**config.mk**
```make
export PLATFORM = sky130hd
export DESIGN_NAME = ram_port_bridge_flat
export DESIGN_NICKNAME = d
export VERILOG_FILES = /design/src/rtl/ram_port_bridge_pkg.sv /design/src/rtl/ram_port_bridge_if.sv /design/src/rtl/ram_port_bridge_arb.sv /design/src/rtl/ram_port_bridge.sv /design/src/flat_wrapper.sv
export SDC_FILE = /design/constraint.sdc
export NUM_CORES = 1
export LEC_CHECK = 0
export ABC_CLOCK_PERIOD_IN_PS = 5250
export CAP_MARGIN = 20
export CORE_UTILIZATION = 43
export DETAILED_ROUTE_END_ITERATION = 10
export GPL_TIMING_DRIVEN = 1
export PLACE_DENSITY = 0.75
export SLEW_MARGIN = 20
export SYNTH_ARGS = -nofsm -noshare
export SYNTH_HDL_FRONTEND = slang
export SYNTH_SLANG_ARGS = --single-unit
```
**constraint.sdc**
```tcl
create_clock -name clk -period 5.25 [get_ports clk]
set_clock_uncertainty 0.15 [all_clocks]
set_input_delay 1.05 -clock clk [delete_from_list [all_inputs] [get_ports clk]]
set_output_delay 1.05 -clock clk [all_outputs]
set_load 0.01 [all_outputs]
```
**src/rtl/ram_port_bridge_pkg.sv**
```systemverilog
// rtl/ram_port_bridge_pkg.sv - shared types and parameter check for ram_port_bridge
package ram_port_bridge_pkg;

  typedef enum logic [2:0] {
    ST_IDLE    = 3'd0,
    ST_RD_BEAT = 3'd1,
    ST_WR_BEAT = 3'd2,
    ST_RD_DONE = 3'd3,
    ST_WR_DONE = 3'd4
  } bridge_state_t;

  typedef enum logic {
    OP_RD = 1'b0,
    OP_WR = 1'b1
  } op_t;

  // A word must split into 1..16 whole RAM beats
  function automatic bit bridge_ratio_ok(input int word_w, input int ram_w);
    if (ram_w <= 0) return 1'b0;
    if ((word_w % ram_w) != 0) return 1'b0;
    return ((word_w / ram_w) >= 1) && ((word_w / ram_w) <= 16);
  endfunction

endpackage

```
**src/rtl/ram_port_bridge_if.sv**
```systemverilog
// rtl/ram_port_bridge_if.sv - cache-side request bus and shared RAM port bundle
interface ram_port_bridge_if #(
  parameter int WORD_W = 32,
  parameter int RAM_W  = 16,
  parameter int ADDR_W = 32
);
  logic              rd_start;
  logic [ADDR_W-1:0] rd_addr_base;
  logic [WORD_W-1:0] rd_data_out;
  logic              rd_done;
  logic              wr_start;
  logic [ADDR_W-1:0] wr_addr_base;
  logic [WORD_W-1:0] wr_data_in;
  logic              wr_done;
  logic              busy;
  logic [ADDR_W-1:0] ram_addr;
  logic [RAM_W-1:0]  ram_wr_data;
  logic              ram_wr_en;
  logic [RAM_W-1:0]  ram_rd_data;

  // Cache control plus RAM model side
  modport master (
    output rd_start, rd_addr_base, wr_start, wr_addr_base, wr_data_in, ram_rd_data,
    input  rd_data_out, rd_done, wr_done, busy, ram_addr, ram_wr_data, ram_wr_en
  );

  // Bridge side
  modport slave (
    input  rd_start, rd_addr_base, wr_start, wr_addr_base, wr_data_in, ram_rd_data,
    output rd_data_out, rd_done, wr_done, busy, ram_addr, ram_wr_data, ram_wr_en
  );
endinterface

```
**src/rtl/ram_port_bridge_arb.sv**
```systemverilog
// rtl/ram_port_bridge_arb.sv - read/write arbiter; RAM_PORT_BRIDGE_RR_ARB_EN selects round-robin ties
module ram_port_bridge_arb
  import ram_port_bridge_pkg::*;
(
  input  logic rd_pend,
  input  logic wr_pend,
  input  op_t  last_op,
  output op_t  grant
);

`ifdef RAM_PORT_BRIDGE_RR_ARB_EN
  // A tie goes to the kind that lost the previous tie (last_op = previous tie winner)
  always_comb begin
    grant = OP_RD;
    if (wr_pend && rd_pend) grant = (last_op == OP_WR) ? OP_RD : OP_WR;
    else if (wr_pend)       grant = OP_WR;
  end
`else
  // Fixed priority: a pending write always wins
  always_comb begin
    grant = OP_RD;
    if (wr_pend) grant = OP_WR;
  end

  logic unused_last_op;
  assign unused_last_op = last_op;
`endif

endmodule

```
**src/rtl/ram_port_bridge.sv**
```systemverilog
// rtl/ram_port_bridge.sv - splits word reads/writes into beats on one narrow RAM port; macro RAM_PORT_BRIDGE_RR_ARB_EN
module ram_port_bridge #(
  parameter int WORD_W = 32,
  parameter int RAM_W  = 16,
  parameter int ADDR_W = 32
) (
  input logic              clk,
  input logic              reset_n,
  ram_port_bridge_if.slave bus
);
  import ram_port_bridge_pkg::*;

  localparam int              BEATS     = WORD_W / RAM_W;
  localparam int              CNT_W     = 4;
  localparam logic [CNT_W-1:0] LAST_BEAT = CNT_W'(BEATS - 1);

  if (!bridge_ratio_ok(WORD_W, RAM_W)) begin : g_bad_ratio
    $fatal(1, "ram_port_bridge: WORD_W must be 1..16 whole multiples of RAM_W");
  end

  bridge_state_t     state_q, state_d;
  logic [CNT_W-1:0]  cnt_q, cnt_d;
  logic              rd_pend_q, rd_pend_d;
  logic              wr_pend_q, wr_pend_d;
  logic [ADDR_W-1:0] rd_addr_q, rd_addr_d;
  logic [ADDR_W-1:0] wr_addr_q, wr_addr_d;
  logic [ADDR_W-1:0] ram_addr_q, ram_addr_d;
  logic [WORD_W-1:0] wr_data_q, wr_data_d;
  logic [WORD_W-1:0] asm_q, asm_d;
  logic [WORD_W-1:0] rd_data_q, rd_data_d;

  logic              rd_req, wr_req;
  logic              in_beat;
  logic [ADDR_W-1:0] beat_addr;
  op_t               last_op, grant;

  // A start pulse in IDLE is served the same cycle it arrives
  assign rd_req = rd_pend_q | bus.rd_start;
  assign wr_req = wr_pend_q | bus.wr_start;

  ram_port_bridge_arb u_arb (
    .rd_pend (rd_req),
    .wr_pend (wr_req),
    .last_op (last_op),
    .grant   (grant)
  );

`ifdef RAM_PORT_BRIDGE_RR_ARB_EN
  op_t last_op_q, last_op_d;

  assign last_op_d = (state_q == ST_IDLE && rd_req && wr_req) ? grant : last_op_q;
  assign last_op   = last_op_q;

  // Remember the winner of the most recent tie; reset value lets write win the first tie
  always_ff @(posedge clk or negedge reset_n) begin
    if (!reset_n) last_op_q <= OP_RD;
    else          last_op_q <= last_op_d;
  end
`else
  assign last_op = OP_RD;
`endif

  assign in_beat   = (state_q == ST_RD_BEAT) || (state_q == ST_WR_BEAT);
  assign beat_addr = ((state_q == ST_WR_BEAT) ? wr_addr_q : rd_addr_q) + ADDR_W'(cnt_q);

  // Next state, request capture and beat sequencing
  always_comb begin
    state_d    = state_q;
    cnt_d      = cnt_q;
    rd_pend_d  = rd_pend_q;
    wr_pend_d  = wr_pend_q;
    rd_addr_d  = rd_addr_q;
    wr_addr_d  = wr_addr_q;
    wr_data_d  = wr_data_q;
    ram_addr_d = ram_addr_q;
    asm_d      = asm_q;
    rd_data_d  = rd_data_q;

    if (bus.rd_start) begin
      rd_pend_d = 1'b1;
      rd_addr_d = bus.rd_addr_base;
    end
    if (bus.wr_start) begin
      wr_pend_d = 1'b1;
      wr_addr_d = bus.wr_addr_base;
      wr_data_d = bus.wr_data_in;
    end

    case (state_q)
      ST_IDLE: begin
        if (rd_req || wr_req) begin
          cnt_d = '0;
          if (grant == OP_WR) begin
            state_d   = ST_WR_BEAT;
            wr_pend_d = 1'b0;
          end else begin
            state_d   = ST_RD_BEAT;
            rd_pend_d = 1'b0;
          end
        end
      end
      ST_RD_BEAT: begin
        asm_d                    = asm_q >> RAM_W;
        asm_d[WORD_W-1 -: RAM_W] = bus.ram_rd_data;
        ram_addr_d               = beat_addr;
        if (cnt_q == LAST_BEAT) state_d = ST_RD_DONE;
        else                    cnt_d   = cnt_q + 1'b1;
      end
      ST_WR_BEAT: begin
        ram_addr_d = beat_addr;
        if (cnt_q == LAST_BEAT) state_d = ST_WR_DONE;
        else                    cnt_d   = cnt_q + 1'b1;
      end
      ST_RD_DONE: begin
        rd_data_d = asm_q;
        state_d   = ST_IDLE;
      end
      ST_WR_DONE: state_d = ST_IDLE;
      default:    state_d = ST_IDLE;
    endcase
  end

  // State and datapath registers
  always_ff @(posedge clk or negedge reset_n) begin
    if (!reset_n) begin
      state_q    <= ST_IDLE;
      cnt_q      <= '0;
      rd_pend_q  <= 1'b0;
      wr_pend_q  <= 1'b0;
      rd_addr_q  <= '0;
      wr_addr_q  <= '0;
      wr_data_q  <= '0;
      ram_addr_q <= '0;
      asm_q      <= '0;
      rd_data_q  <= '0;
    end else begin
      state_q    <= state_d;
      cnt_q      <= cnt_d;
      rd_pend_q  <= rd_pend_d;
      wr_pend_q  <= wr_pend_d;
      rd_addr_q  <= rd_addr_d;
      wr_addr_q  <= wr_addr_d;
      wr_data_q  <= wr_data_d;
      ram_addr_q <= ram_addr_d;
      asm_q      <= asm_d;
      rd_data_q  <= rd_data_d;
    end
  end

  // Outputs decode straight from registers so reset clears them at once;
  // the assembled word is shown during RD_DONE, then held in rd_data_q
  assign bus.ram_addr    = in_beat ? beat_addr : ram_addr_q;
  assign bus.ram_wr_en   = (state_q == ST_WR_BEAT);
  assign bus.ram_wr_data = bus.ram_wr_en ? RAM_W'(wr_data_q >> (RAM_W * int'(cnt_q))) : '0;
  assign bus.rd_done     = (state_q == ST_RD_DONE);
  assign bus.wr_done     = (state_q == ST_WR_DONE);
  assign bus.rd_data_out = (state_q == ST_RD_DONE) ? asm_q : rd_data_q;
  assign bus.busy        = (state_q != ST_IDLE) || rd_pend_q || wr_pend_q;

endmodule

```
**src/flat_wrapper.sv**
```systemverilog
// flat-port wrapper written by rule: the top's interface ports become plain ports
module ram_port_bridge_flat import ram_port_bridge_pkg::*;
#(
  parameter int WORD_W = 32,
  parameter int RAM_W  = 16,
  parameter int ADDR_W = 32
)
  (clk, reset_n, bus_rd_start, bus_rd_addr_base, bus_wr_start, bus_wr_addr_base, bus_wr_data_in, bus_ram_rd_data, bus_rd_data_out, bus_rd_done, bus_wr_done, bus_busy, bus_ram_addr, bus_ram_wr_data, bus_ram_wr_en);
  ram_port_bridge_if #(.WORD_W(WORD_W), .RAM_W(RAM_W), .ADDR_W(ADDR_W)) bus_i ();
  input logic clk;
  input logic reset_n;
  input wire logic [$bits(bus_i.rd_start)-1:0] bus_rd_start;
  input wire logic [$bits(bus_i.rd_addr_base)-1:0] bus_rd_addr_base;
  input wire logic [$bits(bus_i.wr_start)-1:0] bus_wr_start;
  input wire logic [$bits(bus_i.wr_addr_base)-1:0] bus_wr_addr_base;
  input wire logic [$bits(bus_i.wr_data_in)-1:0] bus_wr_data_in;
  input wire logic [$bits(bus_i.ram_rd_data)-1:0] bus_ram_rd_data;
  output wire logic [$bits(bus_i.rd_data_out)-1:0] bus_rd_data_out;
  output wire logic [$bits(bus_i.rd_done)-1:0] bus_rd_done;
  output wire logic [$bits(bus_i.wr_done)-1:0] bus_wr_done;
  output wire logic [$bits(bus_i.busy)-1:0] bus_busy;
  output wire logic [$bits(bus_i.ram_addr)-1:0] bus_ram_addr;
  output wire logic [$bits(bus_i.ram_wr_data)-1:0] bus_ram_wr_data;
  output wire logic [$bits(bus_i.ram_wr_en)-1:0] bus_ram_wr_en;
  assign bus_i.rd_start = bus_rd_start;
  assign bus_i.rd_addr_base = bus_rd_addr_base;
  assign bus_i.wr_start = bus_wr_start;
  assign bus_i.wr_addr_base = bus_wr_addr_base;
  assign bus_i.wr_data_in = bus_wr_data_in;
  assign bus_i.ram_rd_data = bus_ram_rd_data;
  assign bus_rd_data_out = bus_i.rd_data_out;
  assign bus_rd_done = bus_i.rd_done;
  assign bus_wr_done = bus_i.wr_done;
  assign bus_busy = bus_i.busy;
  assign bus_ram_addr = bus_i.ram_addr;
  assign bus_ram_wr_data = bus_i.ram_wr_data;
  assign bus_ram_wr_en = bus_i.ram_wr_en;
  ram_port_bridge #(.WORD_W(WORD_W), .RAM_W(RAM_W), .ADDR_W(ADDR_W)) u_core (.clk(clk), .reset_n(reset_n), .bus(bus_i));
endmodule
```
== Word level (Yosys, flattened, before mapping) ==
Cells that the tools add are included.
Word-level totals
  bits of input ports: 116
  output and inout bits: 84
  memories kept: 0
  memory bits (writable): 0
  word-level logic and storage cells: 55
  ROM bits: 0
  bits in latches: 0
  register bits: 201
Operators by class
  add/sub/neg operators: 2
  muxes and demuxes: 21
  bitwise operators: 2
  shift-type cells: 1
  reduce and logical (&&, ||, !) cells: 10
  order comparisons: 0
  eq/ne operators: 9
  $mul: 0
  div/mod/pow operators: 0
Operators with widths (number)
  $mux W32: 3
  $add A32 B4 Y32: 1
  $shr A32 B8 Y16: 1
  $mux W16: 1
  $mux W1: 9
  $mux W3: 3
  $pmux W3 S3: 1
  $mux W4: 2
  $pmux W4 S2: 1
  $eq A3 B2 Y1 const B: 2
  $ne A2 B2 Y1 const B: 3
  $reduce_and A3 Y1: 2
  $add A4 B1 Y4 const B: 1
  $eq A4 B1 Y1 const B: 1
  $logic_or A1 B1 Y1: 4
  $eq A3 B1 Y1 const B: 1
  $eq A3 B3 Y1 const B: 1
  $logic_not A3 Y1: 1
  $reduce_bool A3 Y1: 1
  $mux W2: 1
  $ne A2 B1 Y1 const B: 1
  $or A1 B1 Y1: 2
  $reduce_bool A2 Y1: 1
  $reduce_or A2 Y1: 1

== Logic depth before layout (Yosys ltp) ==
Gate-level depths: netlist of the first run.
  depth after elaboration: 5
  depth in mapped cells: 16
  depth with buffers taken out: 11

== Cells and area by module ==
Synthesis of the first run repeated with hierarchy kept, for this count alone.
Unflattened totals
  cell total of the unflattened synthesis: 844
  area total of the unflattened synthesis: 9454.1 um^2
Modules (own cells, without submodules)
  ram_port_bridge: area an instance 9446.6 um^2, seq. area each 5029.8 um^2, cells an instance 843, instances 1
  ram_port_bridge_arb: area an instance 7.5 um^2, seq. area each 0.0 um^2, cells an instance 1, instances 1

== Worst setup path before layout of the first run ==
OpenSTA, ideal clock, no wires.
  path kind: register -> output
  start point: register u_core.state_q[0]
  end point: output port bus_ram_addr[26]
  data arrival time: 3.413 ns
  stages on the path, launching flop included: 17
  path buffers: 5
  required time: 4.050 ns
  path slack: 0.637 ns
  path through: dfrtp_1 -> buf_6 -> or3b_1 -> buf_6 -> inv_2 -> buf_4 -> buf_2 -> buf_4 -> nand2_1 -> nand2_1 -> ha_1 -> fa_1 -> a21o_1 -> a21o_1 -> o2111ai_1 -> o31a_1 -> o31ai_1
On the way
  longest elaborated chain between the ends: 4
  elaborated cells on any way between the ends: 6
  classes of those cells: add/sub (1); eq/ne (2); mux (2); reduce/logical (1)
Ends and longest elaborated chain
  start, declared: line ram_port_bridge.sv:21  | bridge_state_t state_q, state_d;
  start signal, assigned: line ram_port_bridge.sv:137  | state_q <= state_d;
  $eq A3 B2 Y1 *
  named net bus_ram_wr_en: line flat_wrapper.sv:24  | output wire logic [$bits(bus_i.ram_wr_en)-1:0] bus_ram_wr_en;
  $mux W32: line ram_port_bridge.sv:64  | assign beat_addr = ((state_q == ST_WR_BEAT) ? wr_addr_q : rd_addr_q) + ADDR_W'(cnt_q);
  $add A32 B4 Y32: line ram_port_bridge.sv:64
  $mux W32 *: line ram_port_bridge.sv:152  | assign bus.ram_addr = in_beat ? beat_addr : ram_addr_q;
  end, declared: line flat_wrapper.sv:22  | output wire logic [$bits(bus_i.ram_addr)-1:0] bus_ram_addr;
The timed path passes the listed nets; every way through them passes the cells marked *.

== Worst setup path in the final report of the first run ==
  start point: register u_core.state_q[0]
  end point: output port bus_ram_addr[26]
On the way
  longest elaborated chain between the ends: 4
  elaborated cells on any way between the ends: 6
  classes of those cells: add/sub (1); eq/ne (2); mux (2); reduce/logical (1)
Ends and longest elaborated chain (line)
  $eq A3 B2 Y1: ram_port_bridge.sv:63, ram_port_bridge.sv:64
  $mux W32: ram_port_bridge.sv:64
  $add A32 B4 Y32: ram_port_bridge.sv:64
  $mux W32 *: ram_port_bridge.sv:152
Mark *: on every way between the ends. The rest lies on a longest branch, timed or not.

==> flow_summary.yaml, run 1 <==
layout:
  layout_common_cells: "dfrtp_1 (199), clkdlybuf4s50_1 (193), nand2_1 (173), mux2_2 (130), mux2i_1 (40)"
  drive_gt1_frac: 0.197
  num-nets-final: 1161
  areaGrowthSynthToFinish_pct: 32.3
  fillCellCount: 1795
  fin_cells: 1330
  layout_commonest_cell: "dfrtp_1"
power_and_ir_drop:
  p_leak_nw: 5.48
  power_density_nw_per_um2: 552
  ir_drop_uv: 322
global_route:
  grtUsageTotal: 0.214
  antenna_found_initial: 1
  grt_max_degree: 126
  grt_pass1_wl_um: 37800
  grt_pass1_vias: 7117
  overflow: 0
detailed_routing:
  wl_met1_um: 10200
  highest_layer: "met4"
  vias: 7133
  viasPerCell: 5.36
  wire_per_inst_um: 18.1
  wl_met3_um: 1620
  wl_met2_um: 11800
  wl_um: 24000
  drt-pass1-iter-count: 5
  drc_errors: 0
  antenna_left: 0
  first_iter_violations: 368
sta:
  timing.fmax_mhz: 195
  slew_headroom: 0.349
  final-setup-viol-count: 0
  drv_slew: 0
  rsz0062_at_grt: "true"
  worst_pin_slew_ns: 0.976
  hold_slack_ns: 0.324
  finalCriticalPeriod_ns: 5.12
  final-hold-violation-count: 0
  fin_crit_sh: 0.976
critical_path:
  worstPathArrival_ns: 3.92
  slowest_delay_ns: 0.59
  slowest_stage: "clkdlybuf4s50_1"
  cp_cell_sequence: "or3b_4, inv_2, nand2_1, nand2_1, ha_2, fa_2, a21o_1, a21o_1, o2111ai_2, o31a_1, o31ai_1, clkdlybuf4s50_1"
  path_class: "flip-flop to output port"
  cp_max_fo: 7
  cp-start-kind: "flip-flop"
  required_ns: 4.05
  worstSetupEndpointType: "output port"
synth:
  syn_avg_cell_area_um2: 11.2
  ys_warn_count: 0
  synth_cells: 842
  async_flop_share: 1.00
  synth_nets: 965
  seq_area_frac_synth: 0.532
  syn-cell-area_um2: 9450
  synth-main-ff-cell: "dfrtp_1"
  ys_ff_latch: 201
  synth_cell_types: 60
  ys_top_cells_by_area: "dfrtp_1 (53%), mux2_2 (15%), nand2_1 (6.9%), mux2i_1 (4.2%), nand3_1 (1.4%)"
  synth_edf_count: 0
  synth_top_area_cell: "dfrtp_1"
  synth_top_area_frac: 0.532
cts:
  cts_buffers: 22
  clockBufferDepth: 3
  clock-sinks: 201
  clk_latency_ns: 0.52
  clockRootBuffer: "clkbuf_16"
  htreeDepth: 1
  cts.clk_slew.worst_paths_ns: 0.06
  cts_tree: "done"
place:
  dpl.hpwl_um: 16500
  io_buffers: 199
  globalplace.congestion: 0.888
  placedCellCount: 1286
floorplan:
  rows: 53
  die_w_um: 150
  dieArea_um2: 22600
  core_um2: 21300
  die_h_um: 150
  io_pins: 200
  initial_core_util: 0.444
flow_run:
  maxCapViolations: 0
run_status:
  status: "finished clean"
min_path:
  hold_class: "flip-flop to flip-flop"
## Yosys cell counts, types with 3 or more instances
cell type / count
o31ai_1: 10
o21a_1: 3
buf_4: 3
a211o_1: 3
and3_1: 9
buf_1: 4
nor2_1: 32
o31a_1: 3
xnor2_1: 11
ha_1: 6
inv_1: 6
a22oi_1: 3
a21oi_1: 11
mux2_2: 130
o21ai_0: 25
mux2i_1: 40
and2_1: 4
nor4_1: 8
a211oi_1: 3
a21o_1: 5
nor3_1: 10
xor2_1: 4
or3_1: 6
nand2_1: 174
dfrtp_1: 201
o211a_1: 4
o211ai_1: 3
a221o_1: 3
nand4_1: 17
nand3_1: 26
and4_1: 6
buf_2: 8
clkbuf_1: 24
## per-layer routing
metal  vias up  GRT usage
met4         0     0.0551
met1      3479      0.281
met3        30     0.0458
li1       3394          -
met2       230      0.358
met5         -          0
## power breakdown
part           leakage, nW  switching, mW  internal, mW  total (mW)
clock                0.367          0.624         0.908        1.53
combinational         2.70           1.55          1.55        3.09
sequential            2.41          0.248          2.02        2.27
## what timing repair did
action | CTS | global route
endpoints found under the setup margin | 23 | 13
endpoints found under the hold margin | 0 | 0
hold buffers | 0 | 0
setup buffers | 0 | 2
gates resized for setup | 6 | 8
pin swaps | 0 | 0
## cell families (layout without fill, tap and decap cells)
family / after synthesis / in the layout / share of synthesized area
XOR/XNOR: 15 / 15 / 0.0139
adder cells (fa/ha/maj): 7 / 7 / 0.0101
multiplexers: 172 / 172 / 0.202
flip-flops: 201 / 201 / 0.532
other: 0 / 2 / 0
AO/OA/AOI/OAI: 94 / 94 / 0.0699
buffers and inverters: 50 / 261 / 0.0266
AND/OR/NAND/NOR: 303 / 303 / 0.145
## worst paths after layout
path                            slack, ns  cells past startpoint                                end                     startpoint
max in group asynchronous            3.51                      2     u_core.rd_data_q[24]$_DFF_PN0_                        reset_n
worst min register to register       0.32                      2      u_core.rd_data_q[0]$_DFF_PN0_  u_core.rd_data_q[0]$_DFF_PN0_
worst max register to register       2.03                     13  u_core.ram_addr_q[20]$_DFFE_PN0N_  u_core.state_q[0]$_DFFE_PN0P_
worst max-delay path                 0.13                     12                   bus_ram_addr[26]  u_core.state_q[0]$_DFFE_PN0P_
min in group asynchronous            0.47                      1  u_core.ram_addr_q[25]$_DFFE_PN0N_                        reset_n
worst min-delay path                 0.32                      2      u_core.rd_data_q[0]$_DFF_PN0_  u_core.rd_data_q[0]$_DFF_PN0_
## sequential cells by signal (all words and copies together), names as in the netlist
| register | count |
|---|---|
| u_core.wr_data_q | 32 |
| u_core.cnt_q | 4 |
| u_core.rd_pend_q | 1 |
| u_core.rd_data_q | 32 |
| u_core.state_q | 3 |
| u_core.wr_addr_q | 32 |
| u_core.rd_addr_q | 32 |
| u_core.asm_q | 32 |
| u_core.wr_pend_q | 1 |
| u_core.ram_addr_q | 32 |
## stage by stage
step | instance area [µm²] | setup TNS (ns) | setup slack (ns) | utilization | power [mW]
6_report | 12500 | 0 | 0.128 | 0.587 | 6.90
5_1_grt | 12500 | -0.0918 | -0.0535 | 0.587 | 7.32
4_1_cts | 12400 | 0 | 0.0183 | 0.584 | 6.94
3_5_place_dp | 11700 | 0 | 0.321 | 0.549 | 5.37
3_3_place_gp | 11700 | 0 | 0.487 | 0.549 | 5.30
2_1_floorplan | 9450 | 0 | 0.637 | - | 4.00
## cell type report
class	instances	area, µm²	area share
flip-flops and latches	201	5030	0.403
diodes	2	5.00	0.000400
repair buffers	215	2150	0.172
multi-input cells	591	4200	0.336
inverters	7	26.3	0.00210
well taps	275	344	0.0275
clock buffers	33	692	0.0554
clock inverters	6	43.8	0.00350
## critical path, delay by kind of cell, from the launching register on
kind                     cells  cell delay [ns]
adder cells (fa/ha/maj)      2             0.47
AO/OA/AOI/OAI                5             1.21
flip-flops                   1             0.45
buffers and inverters        2             0.70
AND/OR/NAND/NOR              3             0.57
(Power assumes the default switching activity.)
==> run 2, diff against run 1 <==
--- a/config.mk
+++ b/config.mk
@@ -7,10 +7,10 @@
 export LEC_CHECK = 0
 export ABC_CLOCK_PERIOD_IN_PS = 5250
 export CAP_MARGIN = 20
-export CORE_UTILIZATION = 43
+export CORE_UTILIZATION = 30
 export DETAILED_ROUTE_END_ITERATION = 10
 export GPL_TIMING_DRIVEN = 1
-export PLACE_DENSITY = 0.75
+export PLACE_DENSITY = 0.58
 export SLEW_MARGIN = 20
 export SYNTH_ARGS = -nofsm -noshare
 export SYNTH_HDL_FRONTEND = slang
==> flow_summary.yaml, run 2 (same netlist as run 1, synthesis figures left out) <==
min_path:
  holdPathStages: 2
  whs_endpoint: "u_core.rd_data_q[27]$_DFF_PN0_"
  hold_class: "flip-flop to flip-flop"
  min_from: "u_core.rd_data_q[27]$_DFF_PN0_"
sta:
  finalSetupTns_ns: 0
  fin_crit_sh: 0.974
  rsz0062_at_grt: "true"
  slew_headroom: 0.356
  fin_ws_ns: 0.135
  finalCriticalPeriod_ns: 5.11
  final-hold-violation-count: 0
  final-setup-viol-count: 0
  worst_pin_slew_ns: 0.966
  drv_slew: 0
  timing.fmax_mhz: 196
place:
  pre_cts_slack_ns: 0.112
  io_buffers: 199
  dpl.hpwl_um: 17900
  globalplace.congestion: 0.843
  placedCellCount: 1408
cts:
  htreeDepth: 1
  clk_latency_ns: 0.53
  cts_buffers: 25
  cts_tree: "done"
  clockBufferDepth: 3
  clockRootBuffer: "clkbuf_16"
  cts.clk_slew.worst_paths_ns: 0.06
  clock-sinks: 201
  postCtsHoldBufs: 0
run_status:
  failed_checks: "design-rule violations"
  status: "complete, but fails checks"
critical_path:
  rrSetupSlack_ns: 2.12
  worstSetupEndpointType: "output port"
  reg2reg_depth: 12
  path_class: "flip-flop to output port"
  rr_startpoint: "u_core.state_q[0]$_DFFE_PN0P_"
  required_ns: 4.05
  r2r-end: "u_core.ram_addr_q[20]$_DFFE_PN0N_"
  worstPathArrival_ns: 3.91
  cp-start-kind: "flip-flop"
  cp_max_fo: 16
detailed_routing:
  first_iter_violations: 343
  wl_um: 26200
  viasPerCell: 4.90
  vias: 7131
  drc_errors: 20
  antenna_left: 0
  wire_per_inst_um: 18.0
  drt-pass1-iter-count: 8
layout:
  antenna_cells: 0
  drive_gt1_frac: 0.206
  areaGrowthSynthToFinish_pct: 35.7
  fin_cells: 1455
  seq_area_um2: 5030
  fillCellCount: 3014
  layout_commonest_cell: "dfrtp_1"
  layout_common_cells: "dfrtp_1 (199), clkdlybuf4s50_1 (191), nand2_1 (173), mux2_2 (130), mux2i_1 (40)"
  multi_input_comb_area_um2: 4250
  num-nets-final: 1164
power_and_ir_drop:
  ir_drop_uv: 318
  p_leak_nw: 5.54
  finalPower_mw: 7.22
  power_density_nw_per_um2: 563
global_route:
  overflow: 0
  antenna_found_initial: 1
  grt_pass1_vias: 7497
  grt_pass1_wl_um: 42000
  grt_max_degree: 91
  grtUsageTotal: 0.163
floorplan:
  die_h_um: 179
  dieArea_um2: 32200
  io_pins: 200
  die_w_um: 179
  rows: 64
  core_um2: 30700
  initial_core_util: 0.307
flow_run:
  maxCapViolations: 0
run 2: changes by cell type in the layout (fill, tap and decap cells not counted), moves of 3 or more:
cell | previous run | this run
clkbuf_8 | 10 | 7
o31ai_1 | 9 | 5
bufinv_16 | 0 | 4
clkbuf_16 | 22 | 25
o31ai_2 | 1 | 5
clkbuf_1 | 1 | 4
run 2: cell type report:
| cell class | instances | area share |
|---|---|---|
| clock inverters | 10 | 0.0126 |
| clock buffers | 35 | 0.0564 |
| well taps | 396 | 0.0387 |
| flip-flops and latches | 201 | 0.393 |
| multi-input cells | 591 | 0.332 |
| repair buffers | 215 | 0.166 |
| inverters | 7 | 0.00205 |
run 2: how the worst max path moves through the flow:
stage | start | endpoint | slack [ns] | depth (start not counted)
floorplan | u_core.state_q[0]$_DFFE_PN0P_ | bus_ram_addr[26] | 0.64 | 16
global placement | u_core.state_q[0]$_DFFE_PN0P_ | bus_ram_addr[26] | 0.22 | 12
detailed placement | u_core.state_q[1]$_DFFE_PN0P_ | bus_ram_addr[26] | 0.11 | 12
CTS | u_core.state_q[1]$_DFFE_PN0P_ | bus_ram_addr[26] | 0.04 | 12
global route | u_core.state_q[0]$_DFFE_PN0P_ | bus_ram_addr[25] | -0.07 | 13
finish | u_core.state_q[0]$_DFFE_PN0P_ | bus_ram_addr[25] | 0.14 | 13
run 2: worst max-delay path, stage by stage (launching register included):
cell and delay, ns:
dfrtp_2 0.44, or3b_4 0.46, inv_2 0.11, buf_4 0.23, nand2_1 0.08, nand2_1 0.06, ha_1 0.22, o21ai_0 0.14
o21bai_1 0.14, buf_4 0.18, o211a_1 0.23, a21boi_0 0.11, o31ai_1 0.37, clkdlybuf4s50_1 0.61
run 2: repair_timing:
item	CTS	global route
pin swaps	3	1
buffers inserted	1	1
setup endpoints to repair	12	15
gates cloned	0	0
gates resized for setup	9	16
run 2: through the flow:
step | area (µm²) | hold WS (ns) | utilization
after floorplan | 9450 | 0.317 | -
after global placement | 11800 | 0.303 | 0.385
after detailed placement | 11800 | 0.309 | 0.385
after CTS | 12800 | 0.326 | 0.415
after global routing | 12800 | 0.346 | 0.417
final | 12800 | 0.319 | 0.417
run 2: report_power, final:
group / switching, mW / internal, mW
clock network: 0.673 / 1.15
registers: 0.246 / 2.02
logic: 1.58 / 1.55
run 2: layer usage:
metal,global-route usage,part of all wire,vias to the layer above
li1,-,-,3394
met1,0.212,0.45,3468
met2,0.272,0.47,210
met3,0.0334,0.053,57
met4,0.0507,0.030,2
met5,0,0.00050,-
